### config.mk
export PLATFORM = sky130hd
export DESIGN_NAME = ttt_game_ctrl
export DESIGN_NICKNAME = d
export VERILOG_FILES = /design/src/rtl/ttt_game_ctrl.sv
export SDC_FILE = /design/constraint.sdc
export NUM_CORES = 1
export LEC_CHECK = 0
export BUFFER_PORTS_ARGS = -buffer_cell sky130_fd_sc_hd__buf_2
export CAP_MARGIN = 5
export CORE_MARGIN = 3
export CORE_UTILIZATION = 47
export DETAILED_ROUTE_END_ITERATION = 8
export PLACE_DENSITY_LB_ADDON = 0.3
export SETUP_SLACK_MARGIN = 0.05
export SLEW_MARGIN = 20
export SYNTH_ARGS = -nofsm -noshare
export SYNTH_HDL_FRONTEND = slang
export SYNTH_SLANG_ARGS = --single-unit
### constraint.sdc
create_clock -name clk -period 3.2 [get_ports clk]
set_clock_uncertainty 0.2 [all_clocks]
set_input_delay 0.48 -clock clk [delete_from_list [all_inputs] [get_ports clk]]
set_output_delay 0.48 -clock clk [all_outputs]
set_load 0.1 [all_outputs]
### src/rtl/ttt_game_ctrl.sv
// Tic-Tac-Toe game sequencer: clears the board, accepts legal moves,
// alternates players, waits for win-detect, keeps scores and picks the
// starting player of the next game. All outputs come straight from flops.
`timescale 1ns/1ps
module ttt_game_ctrl #(
  parameter int SCORE_W   = 4,
  parameter int CHECK_LAT = 2
) (
  input  logic               clk,
  input  logic               rst,
  input  logic               confirm_in,
  input  logic [3:0]         cursor_addr,
  input  logic [1:0]         cell_rd,
  input  logic [9:0]         gameover,
  output logic [3:0]         brd_waddr,
  output logic [1:0]         brd_wdata,
  output logic               brd_wen,
  output logic [1:0]         active_player,
  output logic               illegal_o,
  output logic               game_over_o,
  output logic               busy_o,
  output logic [SCORE_W-1:0] score1,
  output logic [SCORE_W-1:0] score2
);

  localparam int CW = (CHECK_LAT > 1) ? $clog2(CHECK_LAT) : 1;
  localparam logic [CW-1:0] CHK_LAST = CW'(CHECK_LAT - 1);
  localparam logic [1:0] P1 = 2'b01;
  localparam logic [1:0] P2 = 2'b10;

  typedef enum logic [2:0] {S_CLEAR, S_TURN, S_WRITE, S_CHECK, S_OVER} state_t;

  state_t             state_q, state_d;
  logic [1:0]         clr_row_q, clr_row_d;
  logic [1:0]         clr_col_q, clr_col_d;
  logic               arm_q, arm_d;
  logic [CW-1:0]      chk_cnt_q, chk_cnt_d;
  logic [3:0]         move_cnt_q, move_cnt_d;
  logic [1:0]         active_q, active_d;
  logic [1:0]         next_first_q, next_first_d;
  logic [1:0]         cur_first_q, cur_first_d;
  logic [SCORE_W-1:0] score1_q, score1_d;
  logic [SCORE_W-1:0] score2_q, score2_d;
  logic               wen_q, wen_d;
  logic [3:0]         waddr_q, waddr_d;
  logic [1:0]         wdata_q, wdata_d;
  logic               illegal_q, illegal_d;
  logic               over_q, over_d;
  logic               busy_q, busy_d;

  logic take;
  logic legal;
  logic win;

  function automatic logic [SCORE_W-1:0] sat_inc(input logic [SCORE_W-1:0] v);
    return (&v) ? v : v + 1'b1;
  endfunction

  // A confirm only counts once TURN has been held for at least one cycle
  assign take  = (state_q == S_TURN) && arm_q && confirm_in;
  assign legal = (cell_rd == 2'b00) && (cursor_addr[3:2] != 2'b11) &&
                 (cursor_addr[1:0] != 2'b11);
  assign win   = gameover[9] && (|gameover[7:0]);

  // State and output registers; scores and first-player choice clear on reset
  always_ff @(posedge clk or posedge rst) begin
    if (rst) begin
      state_q      <= S_CLEAR;
      clr_row_q    <= 2'd0;
      clr_col_q    <= 2'd0;
      arm_q        <= 1'b0;
      chk_cnt_q    <= '0;
      move_cnt_q   <= 4'd0;
      active_q     <= P1;
      next_first_q <= P1;
      cur_first_q  <= P1;
      score1_q     <= '0;
      score2_q     <= '0;
      wen_q        <= 1'b0;
      waddr_q      <= 4'd0;
      wdata_q      <= 2'd0;
      illegal_q    <= 1'b0;
      over_q       <= 1'b0;
      busy_q       <= 1'b1;
    end else begin
      state_q      <= state_d;
      clr_row_q    <= clr_row_d;
      clr_col_q    <= clr_col_d;
      arm_q        <= arm_d;
      chk_cnt_q    <= chk_cnt_d;
      move_cnt_q   <= move_cnt_d;
      active_q     <= active_d;
      next_first_q <= next_first_d;
      cur_first_q  <= cur_first_d;
      score1_q     <= score1_d;
      score2_q     <= score2_d;
      wen_q        <= wen_d;
      waddr_q      <= waddr_d;
      wdata_q      <= wdata_d;
      illegal_q    <= illegal_d;
      over_q       <= over_d;
      busy_q       <= busy_d;
    end
  end

  // Next-state logic: sweep counter, move/check sequencing, scoring
  always_comb begin
    state_d      = state_q;
    clr_row_d    = clr_row_q;
    clr_col_d    = clr_col_q;
    arm_d        = (state_q == S_TURN);
    chk_cnt_d    = chk_cnt_q;
    move_cnt_d   = move_cnt_q;
    active_d     = active_q;
    next_first_d = next_first_q;
    cur_first_d  = cur_first_q;
    score1_d     = score1_q;
    score2_d     = score2_q;
    case (state_q)
      S_CLEAR: begin
        if (clr_col_q == 2'd2) begin
          clr_col_d = 2'd0;
          if (clr_row_q == 2'd2) begin
            clr_row_d   = 2'd0;
            move_cnt_d  = 4'd0;
            active_d    = next_first_q;
            cur_first_d = next_first_q;
            state_d     = S_TURN;
          end else begin
            clr_row_d = clr_row_q + 2'd1;
          end
        end else begin
          clr_col_d = clr_col_q + 2'd1;
        end
      end
      S_TURN: begin
        if (take && legal) state_d = S_WRITE;
      end
      S_WRITE: begin
        move_cnt_d = move_cnt_q + 4'd1;
        active_d   = ~active_q;
        chk_cnt_d  = '0;
        state_d    = S_CHECK;
      end
      S_CHECK: begin
        if (chk_cnt_q == CHK_LAST) begin
          if (win) begin
            if (gameover[8]) begin
              score2_d     = sat_inc(score2_q);
              next_first_d = P1;
            end else begin
              score1_d     = sat_inc(score1_q);
              next_first_d = P2;
            end
            state_d = S_OVER;
          end else if (gameover[9] || (move_cnt_q == 4'd9)) begin
            next_first_d = ~cur_first_q;
            state_d      = S_OVER;
          end else begin
            state_d = S_TURN;
          end
        end else begin
          chk_cnt_d = chk_cnt_q + 1'b1;
        end
      end
      S_OVER: begin
        if (confirm_in) begin
          clr_row_d = 2'd0;
          clr_col_d = 2'd0;
          state_d   = S_CLEAR;
        end
      end
      default: state_d = S_CLEAR;
    endcase
  end

  // Output logic: the write-port flops double as the latched move, so the
  // board write lands the cycle after the accepted confirm
  always_comb begin
    wen_d     = 1'b0;
    waddr_d   = 4'd0;
    wdata_d   = 2'd0;
    illegal_d = take && !legal;
    if (state_q == S_CLEAR) begin
      wen_d   = 1'b1;
      waddr_d = {clr_row_q, clr_col_q};
    end else if (take && legal) begin
      wen_d   = 1'b1;
      waddr_d = cursor_addr;
      wdata_d = active_q;
    end
    busy_d = (state_d == S_CLEAR) || (state_d == S_WRITE) || (state_d == S_CHECK);
    over_d = (state_d == S_OVER);
  end

  assign brd_wen       = wen_q;
  assign brd_waddr     = waddr_q;
  assign brd_wdata     = wdata_q;
  assign active_player = active_q;
  assign illegal_o     = illegal_q;
  assign game_over_o   = over_q;
  assign busy_o        = busy_q;
  assign score1        = score1_q;
  assign score2        = score2_q;

endmodule

After elaboration in Yosys (flattened, before gate mapping)

Cells that the tools add are included.

$add $sub $neg: 6
Reduce and logical (&&, ||, !) cells: 28
Equality and inequality tests: 15
Mux-type cells: 31
Bitwise gates (word level): 5

Operators with widths:

| cell                                                            | number |
|---|---|
| 2-bit 2-to-1 mux                                                | 11 |
| 3-bit 2-to-1 mux                                                | 7 |
| 4-bit 2-to-1 mux                                                | 4 |
| 3-bit one-hot mux with 5 select lines                           | 1 |
| 4-bit by 1-bit adder with 4-bit output, second input constant   | 3 |
| 3-bit by 2-bit == test with 1-bit output, second input constant | 4 |
| 2-bit one-hot mux with 2 select lines                           | 3 |
| 3-bit AND reduction                                             | 4 |
| 2-bit inequality test, second input constant                    | 5 |
| 5-bit AND reduction                                             | 2 |
| 4-bit one-hot mux with 2 select lines                           | 1 |
| 4-bit AND reduction                                             | 2 |
| 2-bit nonzero test                                              | 4 |
| 8-bit OR reduction                                              | 1 |
| 1-bit logical AND                                               | 7 |
| 3-bit == test, second input constant                            | 2 |
| 3-bit logical NOT                                               | 2 |
| 2-bit by 1-bit adder with 2-bit output, second input constant   | 2 |
| 2-bit == test, second input constant                            | 2 |
| 4-bit == test, second input constant                            | 1 |
| 2-bit NOT                                                       | 2 |
| 3-bit by 1-bit == test with 1-bit output, second input constant | 1 |
| 1-bit logical OR                                                | 3 |
| 1-bit 2-to-1 mux                                                | 3 |
| 6 further kinds                                                 | 8 |

Output and inout port bits: 20
Bits in registers: 37
Input bits: 19
Word-level logic and storage cells: 102

Logic depth before layout (Yosys ltp)

Gate-level depths: netlist of the first run.

Depth after elaboration: 9
Depth in mapped cells: 6
Gate-level depth less buffers: 6

Worst setup path after synthesis of the first run

OpenSTA, ideal clock, no wires.

Path type: reg2reg
From: register score1_q[0] (netlist: score1[0])
To: register score1_q[1] (netlist: score1[1])
Data required time: 2.872 ns
Period minus slack after synthesis: 2.184 ns
Cell stages (with the launch flop): 5
Arrival time: 1.855 ns
Library setup time: 0.128 ns
Slack: 1.016 ns
Buffers on the path: 0
Cell sequence: dfrtp_1 > ha_1 > a31oi_1 > nand3_1 > mux2_1

Word-level cells in the longest chain between the ends: 3
Elaborated cells on any way between the ends: 4
Those cells by class: add/sub (1); bitwise (1); reduce/logical (2)

RTL lines:

| item                                                                                           | RTL line | source |
|---|---|---|
| start: declaration                                                                             | 42       | `logic [SCORE_W-1:0] score1_q, score1_d;` |
| start signal: assignment                                                                       | 95       | `score1_q <= score1_d;` |
| parallel branches: the longest is 3 deep, another holds 4-bit by 1-bit adder with 4-bit output | n/a      |  |

Several ways; the timed one is not identified.
A chain may end at the register's enable or synchronous reset.

Final worst setup path of the first run

From: register active_q[0] (netlist: active_player[0])
To: output active_player[0]

RTL lines:

| item                     | RTL line | source |
|---|---|---|
| start: declaration       | 39       | `logic [1:0] active_q, active_d;` |
| start signal: assignment | 92       | `active_q <= active_d;` |
| end: declaration         | 18       | `output logic [1:0] active_player,` |

No word-level cell between the ends.

==> impl_metrics.env, run 1 <==
export IMPL_timing_fmax_mhz=490
export IMPL_critPathMaxStageDelay_ns=0.58
export IMPL_synthMostInstantiatedCell="dfrtp_1"
export IMPL_die_area_sq_mm=0.00440
export IMPL_drt_iter0_drc=78
export IMPL_pin_count=39
export IMPL_ys_top_cells_by_area="dfrtp_1 48%, dfstp_2 6.1%, nand2_1 3.3%"
export IMPL_core_rowCount=21
export IMPL_wl_per_cell_um=14.2
export IMPL_synth_ff_type="dfrtp_1"
export IMPL_slew_violations=0
export IMPL_synth_distinct_cells=43
export IMPL_p_per_area_mw_per_mm2=955
export IMPL_status="completed"
export IMPL_slew_headroom=0.602
export IMPL_drt_wl_total_mm=3.45
export IMPL_reg2reg_from="state_q[2]"
export IMPL_r2r_cells=4
export IMPL_die_y_um=66.3
export IMPL_clockBufferDepth=2
export IMPL_r2r_setup_slack_ns=1.30
export IMPL_required_ns=2.52
export IMPL_synth_top_area_frac=0.482
export IMPL_hold_class="in -> async"
export IMPL_drc_errors=0
export IMPL_yosysTopAreaCell="dfrtp_1"
export IMPL_setup_viol=0
export IMPL_arrival_ns=1.36
export IMPL_crit_path_cell_trace="buf_2"
export IMPL_drv_cap=0
export IMPL_fin_crit_ns=2.04
export IMPL_rsz0062_at_grt="false"
export IMPL_antennaDiodeCount=0
export IMPL_ys_seq_area_frac=0.544
export IMPL_setup_tns_ns=0
export IMPL_cp_top_family="flip-flops"
export IMPL_cts_clk_slew_worst_paths_ns=0.12
export IMPL_async_flop_share=1.00
export IMPL_grt_overflow_total=0
export IMPL_die_w_um=66.3
export IMPL_grt_pass1_vias=1280
export IMPL_clkLatencyLatePin_ns=0.35
export IMPL_cp_num_buf_inv=1
export IMPL_syn_nets=177
export IMPL_cp_slowest_cell="dfstp_2"
export IMPL_grt_usage=0.179
export IMPL_final_layout_size_suffix_gt1_frac=0.328
export IMPL_fill_cells=295
export IMPL_p_leak_nw=1.08
export IMPL_synth_seq_cells=37
export IMPL_syn_inst=154
export IMPL_h_tree_depth=2
export IMPL_synth_common_cells="33 x dfrtp_1, 15 x nand2_1, 10 x o21ai_0"
export IMPL_cts_resized=0
export IMPL_via_count=1319
export IMPL_io_buffer_count=38
export IMPL_worstMarginPinSlew_ns=0.591
export IMPL_root_buffer="clkbuf_4"
export IMPL_power_w=0.00195
export IMPL_cts_hold_buffers=0
export IMPL_nets=220
export IMPL_place_gp_congestion=0.711
export IMPL_clock_sink_count=37
export IMPL_ant_nets=0
export IMPL_tritoncts="yes"
export IMPL_critPathMaxFanout=4
export IMPL_start_kind="flip-flop"
export IMPL_area_delta_synth_final_pct=19.2
export IMPL_dp_hpwl_mm=2.57
export IMPL_start_util=0.501
export IMPL_worst_r2r_endpoint="next_first_q[0]"
export IMPL_synth_area_sq_mm=0.00171
export IMPL_cts_buffers_inserted=5
export IMPL_coreArea_sq_mm=0.00342
export IMPL_post_route_period_util=0.638
export IMPL_yosysWarnings=0
export IMPL_synth_edff_count=0
export IMPL_post_cts_buffers=0
export IMPL_crit_path_end_kind="output port"
export IMPL_path_class="reg -> out"
export IMPL_grt_antenna_before_repair=0
export IMPL_peakVddDrop_uv=437
export IMPL_grt_pass1_wl_mm=5.88
export IMPL_finalHoldViolCount=0
export IMPL_syn_area_per_cell_sq_um=11.1
export IMPL_hold_worst_slack_ns=0.00271
export IMPL_dr_pass1_iters=4
export IMPL_grt_max_degree=38
export IMPL_viasPerCell=5.41
area by class of cell:
class,instances,area [sq um],area share
clock inverters,2,37.5,0.0184
clock buffers,6,51.3,0.0251
repair buffers,39,198,0.0969
well taps,46,57.6,0.0282
inverters,7,26.3,0.0129
multi-input cells,107,739,0.362
flip-flops and latches,37,931,0.456
worst max-delay path by stage:
stage / start / endpoint / slack [ns] / cells after the start
final: active_player[0] / active_player[0] / 1.16 / 1
after global routing: active_player[0] / active_player[0] / 1.12 / 1
after CTS: active_player[0] / active_player[0] / 1.16 / 1
after detailed placement: gameover[5] / score1[1] / 1.04 / 5
after global placement: gameover[5] / score1[1] / 1.09 / 5
after floorplan: score1[0] / score1[1] / 1.02 / 4
metrics by stage:
step / util / setup slack, ns / area, sq um / cells
detailed placement: 0.571 / 1.04 / 1950 / 236
CTS: 0.597 / 1.16 / 2040 / 244
global placement: 0.571 / 1.09 / 1950 / 236
global route: 0.597 / 1.12 / 2040 / 244
floorplan: - / 1.02 / 1710 / 154
finish: 0.597 / 1.16 / 2040 / 244
worst register-to-register path, stage by stage (launching register included):
cell       delay, ns
dfrtp_1         0.54
and4b_1         0.43
o21ai_0         0.28
a21o_1          0.25
a2bb2oi_1       0.14
report_power, final:
group	internal [W]	switching, W	leakage, nW
sequential	0.000621	0.000120	0.472
clock	0.000186	0.000165	0.0445
combinational	0.000225	0.000632	0.565
total	0.00103	0.000917	1.08
registers in the layout (all words and copies together), names as in the netlist, 3 cells and up:
register,count
brd_waddr,4
move_cnt_q,4
score1,4
score2,4
state_q,3
routing by layer:
metal  GRT usage  vias to the layer above  part of all wire
met5           0                        -                 0
met4      0.0838                        0             0.013
met3      0.0408                        5             0.045
met2       0.297                       28              0.53
met1       0.219                      649              0.41
li1            -                      637                 -
logic make-up (layout without fill, tap and decap cells):
logic type | Yosys count | count (layout) | synth area share
DFF | 37 | 37 | 0.544
AOI/OAI and AO/OA | 34 | 34 | 0.141
muxes | 8 | 8 | 0.0534
buffers and inverters | 10 | 54 | 0.0241
and+or+nand+nor | 55 | 55 | 0.178
adders and majority gates | 4 | 4 | 0.0292
xor gates and xnor gates | 6 | 6 | 0.0307
cell usage in the layout (no fill, tap or decap), types with 3 or more instances in the layout:
cell      instances
a21o_1            3
a22o_1            6
a31oi_1           3
and2_1            4
buf_2            38
clkbuf_4          5
dfrtp_1          33
dfstp_2           4
ha_1              4
inv_1             7
mux2_2            4
nand2_1          15
nand3_1           6
nor2_1            9
nor3_1            5
o21ai_0          10
xor2_1            5
Note: power is estimated with default switching activity, not from simulation.
==> run 2: changes to the inputs <==
--- a/config.mk
+++ b/config.mk
@@ -5,6 +5,7 @@
 export SDC_FILE = /design/constraint.sdc
 export NUM_CORES = 1
 export LEC_CHECK = 0
+export ABC_AREA = 1
 export BUFFER_PORTS_ARGS = -buffer_cell sky130_fd_sc_hd__buf_2
 export CAP_MARGIN = 5
 export CORE_MARGIN = 3
==> constraint.sdc (replaced) <==
create_clock -name clk -period 1.85 [get_ports clk]
set_clock_uncertainty 0.2 [all_clocks]
set_input_delay 0.2775 -clock clk [delete_from_list [all_inputs] [get_ports clk]]
set_output_delay 0.2775 -clock clk [all_outputs]
set_load 0.1 [all_outputs]
==> impl_metrics.env, run 2 <==
export IMPL_status="completed"
export IMPL_place_gp_congestion=0.736
export IMPL_synthMostInstantiatedCell="nand2_1"
export IMPL_clkLatencyLatePin_ns=0.29
export IMPL_clock_sink_count=37
export IMPL_die_y_um=68.5
export IMPL_cts_buffers_inserted=5
export IMPL_synth_fa_ha_area_frac=0.0273
export IMPL_start_util=0.494
export IMPL_synth_simple_area_share=0.299
export IMPL_endpoint="active_player[0]"
export IMPL_syn_nets=237
export IMPL_dp_hpwl_mm=2.56
export IMPL_synthXorXnorAreaFrac=0.0239
export IMPL_path_class="reg -> out"
export IMPL_yosysWarnings=0
export IMPL_slew_headroom=0.676
export IMPL_cp_num_buf_inv=1
export IMPL_grt_pass1_wl_mm=5.61
export IMPL_start_kind="flip-flop"
export IMPL_critPathMaxStageDelay_ns=0.55
export IMPL_synth_top_family_by_area="simple AND/OR/NAND/NOR gates"
export IMPL_grt_usage=0.161
export IMPL_r2r_setup_slack_ns=0.18
export IMPL_syn_area_per_cell_sq_um=8.57
export IMPL_required_ns=1.37
export IMPL_drc_errors=0
export IMPL_final_area_sq_mm=0.00225
export IMPL_antennaDiodeCount=0
export IMPL_mostFrequentLayoutCells="64 x nand2_1, 38 x buf_2, 27 x dfrtp_1"
export IMPL_synth_common_cells="64 x nand2_1, 33 x dfrtp_1, 25 x inv_1"
export IMPL_reg2reg_from="score1[0]"
export IMPL_h_tree_depth=2
export IMPL_cp_top_family="flip-flops"
export IMPL_peakVddDrop_uv=1180
export IMPL_grt_overflow_total=0
export IMPL_drt_wl_total_mm=3.45
export IMPL_coreArea_sq_mm=0.00372
export IMPL_synth_distinct_cells=27
export IMPL_io_buffer_count=38
export IMPL_post_cts_buffers=0
export IMPL_timing_fmax_mhz=575
export IMPL_die_w_um=68.5
export IMPL_synth_seq_cells=37
export IMPL_grt_antenna_before_repair=0
export IMPL_grt_pass1_vias=1284
export IMPL_nets=285
export IMPL_worst_r2r_endpoint="score1[2]"
export IMPL_core_rowCount=22
export IMPL_rsz0062_at_grt="false"
export IMPL_synth_ff_type="dfrtp_1"
export IMPL_cts_clk_slew_worst_paths_ns=0.07
export IMPL_cp_slowest_cell="dfstp_2"
export IMPL_postPlaceCellArea_sq_mm=0.00211
export IMPL_critPathMaxFanout=4
export IMPL_synth_edff_count=0
export IMPL_crit_path_cell_trace="buf_2"
export IMPL_grt_max_degree=38
export IMPL_pin_count=39
export IMPL_yosys_mux_area_fraction=0
export IMPL_yosysTopAreaCell="dfrtp_1"
export IMPL_async_flop_share=1.00
export IMPL_setup_tns_ns=0
export IMPL_viasPerCell=4.78
export IMPL_root_buffer="clkbuf_8"
export IMPL_setup_viol=0
export IMPL_finalHoldViolCount=0
export IMPL_clockBufferDepth=2
export IMPL_drv_cap=0
export IMPL_syn_inst=214
export IMPL_ys_seq_area_frac=0.508
export IMPL_p_per_area_mw_per_mm2=1690
export IMPL_hold_class="in -> reg"
export IMPL_worstMarginPinSlew_ns=0.490
export IMPL_arrival_ns=1.26
export IMPL_r2r_cells=7
export IMPL_ys_top_cells_by_area="dfrtp_1 45%, nand2_1 13%, dfstp_2 5.7%"
export IMPL_tritoncts="yes"
export IMPL_synth_top_area_frac=0.450
export IMPL_fin_crit_ns=1.74
export IMPL_synth_compound_area_frac=0.0757
export IMPL_final_common_cell="nand2_1"
export IMPL_final_layout_size_suffix_gt1_frac=0.289
export IMPL_setup_worst_path_start="active_player[0]"
export IMPL_slew_violations=0
export IMPL_crit_path_end_kind="output port"
export IMPL_ant_nets=0
export IMPL_cp_depth=1
export IMPL_via_count=1486
export IMPL_post_route_period_util=0.940
export IMPL_drt_iter0_drc=51
export IMPL_synth_area_sq_mm=0.00183
export IMPL_wl_per_cell_um=11.1
export IMPL_p_leak_nw=1.19
export IMPL_dr_pass1_iters=4
export IMPL_die_area_sq_mm=0.00469
export IMPL_area_delta_synth_final_pct=22.5
## run 2: cell types whose count changed after synthesis, moves of 6 or more
cell     delta
a22o_1      -6
nand2_1    +49
nand3_1    +15
inv_1      +18
nor2_1      +6
## run 2: worst min-delay path by stage
stage,startpoint,to,slack [ns],cells after the start
6_report,cursor_addr[2],brd_waddr[2],0.02,3
3_3_place_gp,rst,brd_wdata[1],0.14,3
2_1_floorplan,cursor_addr[0],brd_waddr[0],0.20,2
3_5_place_dp,rst,brd_wen,0.14,3
4_1_cts,cursor_addr[2],brd_waddr[2],0.003,3
5_1_grt,cursor_addr[1],brd_waddr[1],0.03,3
## run 2: cells by family (layout without fill, tap and decap cells)
kind of cell    after synthesis  after routing
simple gates                115            115
xor+xnor                      5              5
flops                        37             37
buf+inv                      30             79
compound gates               23             23
fa+ha+maj                     4              4
## run 2: area by class of cell
class / count / area [sq um]
Timing Repair Buffer: 42 / 238
Tap cell: 48 / 60.1
Clock inverter: 1 / 30.0
Fill cell: 339 / 1470
Inverter: 29 / 109
Sequential cell: 37 / 943
Multi-Input combinational cell: 147 / 781
Clock buffer: 7 / 86.3
## run 2: through the flow
stage	util	total power [W]	std cells	hold WS, ns	setup slack (ns)
2_1_floorplan	-	0.00279	214	0.198	0.0547
4_1_cts	0.605	0.00383	311	0.00346	0.0896
3_3_place_gp	0.568	0.00307	301	0.143	0.224
3_5_place_dp	0.568	0.00309	301	0.143	0.172
5_1_grt	0.605	0.00402	311	0.0296	0.0612
6_report	0.605	0.00380	311	0.0164	0.112
## run 2: metal layers
| metal | global-route usage | wire length [um] | up-vias |
|---|---|---|---|
| li1 | - | - | 774 |
| met1 | 0.211 | 1650 | 677 |
| met2 | 0.249 | 1560 | 30 |
| met3 | 0.0558 | 192 | 5 |
| met4 | 0.0521 | 46 | 0 |
| met5 | 0 | 0 | - |
## run 2: report_power, final
| part | leakage (nW) | internal (W) | total [W] | switching, W |
|---|---|---|---|---|
| combinational | 0.667 | 0.000362 | 0.00179 | 0.00143 |
| clock | 0.0585 | 0.000439 | 0.000712 | 0.000272 |
| sequential | 0.468 | 0.00111 | 0.00130 | 0.000182 |
## run 2: repair_timing
action                                  in CTS  in global routing
resized for setup                            0                  0
hold buffers                                 2                  0
hold endpoints to repair                    34                  0
endpoints found under the setup margin       0                  3
==> run 3: changes to the inputs <==
--- a/config.mk
+++ b/config.mk
@@ -10,8 +10,9 @@
 export CAP_MARGIN = 5
 export CORE_MARGIN = 3
 export CORE_UTILIZATION = 47
+export CTS_CLUSTER_SIZE = 28
 export DETAILED_ROUTE_END_ITERATION = 8
-export PLACE_DENSITY_LB_ADDON = 0.3
+export PLACE_DENSITY = 0.73
 export SETUP_SLACK_MARGIN = 0.05
 export SLEW_MARGIN = 20
 export SYNTH_ARGS = -nofsm -noshare
==> impl_metrics.env, run 3 (synthesis gave the netlist of run 2 again) <==
export IMPL_status="completed"
export IMPL_critPathMaxStageDelay_ns=0.56
export IMPL_critPathMaxFanout=4
export IMPL_dp_slack_ns=0.169
export IMPL_r2r_cells=7
export IMPL_post_cts_buffers=0
export IMPL_antennaDiodeCount=0
export IMPL_dp_hpwl_mm=2.56
export IMPL_final_common_cell="nand2_1"
export IMPL_pin_count=39
export IMPL_rsz0062_at_grt="false"
export IMPL_clkLatencyLatePin_ns=0.29
export IMPL_worstHoldPathCells=3
export IMPL_cp_slowest_cell="dfstp_2"
export IMPL_p_leak_nw=1.18
export IMPL_cts_clk_slew_worst_paths_ns=0.07
export IMPL_dr_pass1_iters=4
export IMPL_hp_start="cursor_addr[2]"
export IMPL_post_route_period_util=0.949
export IMPL_peakVddDrop_uv=982
export IMPL_seqPwrFrac=0.343
export IMPL_p_per_area_mw_per_mm2=1700
export IMPL_worstMarginPinSlew_ns=0.494
export IMPL_grt_usage=0.165
export IMPL_grt_antenna_before_repair=0
export IMPL_cts_buffers_inserted=5
export IMPL_worst_r2r_endpoint="score2[0]"
export IMPL_r2r_setup_slack_ns=0.18
export IMPL_clockBufferDepth=2
export IMPL_intPower_w=0.00187
export IMPL_crit_path_end_kind="output port"
export IMPL_crit_path_cell_trace="buf_2"
export IMPL_die_y_um=68.5
export IMPL_reg2reg_from="score2[0]"
export IMPL_root_buffer="clkbuf_8"
export IMPL_arrival_ns=1.28
export IMPL_drc_errors=0
export IMPL_grt_overflow_total=0
export IMPL_final_core_util=0.598
export IMPL_grt_pass1_vias=1346
export IMPL_whs_endpoint="brd_waddr[2]"
export IMPL_setup_worst_path_start="active_player[0]"
export IMPL_hold_worst_slack_ns=0.0113
export IMPL_timing_fmax_mhz=570
export IMPL_power_net_switching_w=0.00191
export IMPL_drt_iter0_drc=83
export IMPL_io_buffer_count=38
export IMPL_grt_pass1_wl_mm=5.65
export IMPL_p_clk_frac=0.185
export IMPL_h_tree_depth=2
export IMPL_via_count=1472
export IMPL_fin_crit_ns=1.75
export IMPL_setup_viol=0
export IMPL_grt_max_degree=38
export IMPL_tritoncts="yes"
export IMPL_drv_cap=0
export IMPL_setup_tns_ns=0
export IMPL_die_area_sq_mm=0.00469
export IMPL_final_layout_size_suffix_gt1_frac=0.294
export IMPL_hold_class="in -> reg"
export IMPL_start_util=0.494
export IMPL_die_w_um=68.5
export IMPL_finalHoldViolCount=0
export IMPL_mostFrequentLayoutCells="64 x nand2_1, 38 x buf_2, 27 x dfrtp_1"
export IMPL_pwr_share_comb=0.472
export IMPL_p_sw_frac=0.505
export IMPL_viasPerCell=4.75
export IMPL_place_gp_congestion=0.830
export IMPL_coreArea_sq_mm=0.00372
export IMPL_path_class="reg -> out"
export IMPL_clock_sink_count=37
export IMPL_required_ns=1.37
export IMPL_nets=284
export IMPL_cp_num_buf_inv=1
export IMPL_slew_violations=0
export IMPL_ant_nets=0
export IMPL_drt_wl_total_mm=3.43
export IMPL_wl_per_cell_um=11.1
export IMPL_core_rowCount=22
export IMPL_cp_top_family="flip-flops"
export IMPL_final_area_sq_mm=0.00222
export IMPL_start_kind="flip-flop"
export IMPL_postPlaceCellArea_sq_mm=0.00210
export IMPL_setup_ws_ns=0.0953
export IMPL_area_delta_synth_final_pct=21.2
export IMPL_slew_headroom=0.673
-- run 3: cell count changes in the layout (fill, tap and decap cells not counted), sizes merged --
cell,previous run,this run
clkinvlp,0,1
clkbuf,7,5
clkinv,1,2
dlygate4sd3,2,1
-- run 3: layout make-up --
cell class	count	area, sq um
Sequential cell	37	943
Multi-Input combinational cell	147	781
Timing Repair Buffer	41	215
Tap cell	48	60.1
Fill cell	334	1490
Clock inverter	3	46.3
Clock buffer	5	68.8
Inverter	29	109
-- run 3: tightest hold or removal path: cells and delay by family --
kind	cells	cell delay, ns
buf+inv	1	0.08
simple gates	1	0.04
compound gates	1	0.06
-- run 3: layer usage --
| metal | up-vias | global-route usage | part of all wire | routed length (um) |
|---|---|---|---|---|
| li1 | 769 | - | - | - |
| met3 | 2 | 0.0558 | 0.055 | 187 |
| met4 | 0 | 0.0372 | 0.0061 | 21 |
| met5 | - | 0 | 0 | 0 |
| met2 | 33 | 0.268 | 0.47 | 1610 |
| met1 | 668 | 0.212 | 0.47 | 1610 |
-- run 3: worst max path at each step --
stage                       end  depth (start not counted)
2_1_floorplan         score1[2]                          6
4_1_cts        active_player[0]                          1
3_3_place_gp          score2[0]                          7
5_1_grt        active_player[0]                          1
6_report       active_player[0]                          1
3_5_place_dp          score2[2]                          7
-- run 3: repair_timing --
action                     4_1_cts  5_1_grt
setup endpoints to repair        0        4
resized for setup                0        0
hold endpoints to repair        33        0
hold buffers                     1        0
-- run 3: power by group through the flow --
stage               Combinational (W)  Clock [W]  Sequential [W]
floorplan                    0.000653          0         0.00214
global placement              0.00177          0         0.00130
detailed placement            0.00179          0         0.00131
CTS                           0.00180   0.000719         0.00130
global route                  0.00194   0.000755         0.00133
finish                        0.00179   0.000701         0.00130
-- run 3: through the flow --
stage               total power [W]  std cells
finish                      0.00379        310
global route                0.00402        310
CTS                         0.00382        310
detailed placement          0.00310        301
global placement            0.00307        301
floorplan                   0.00279        214
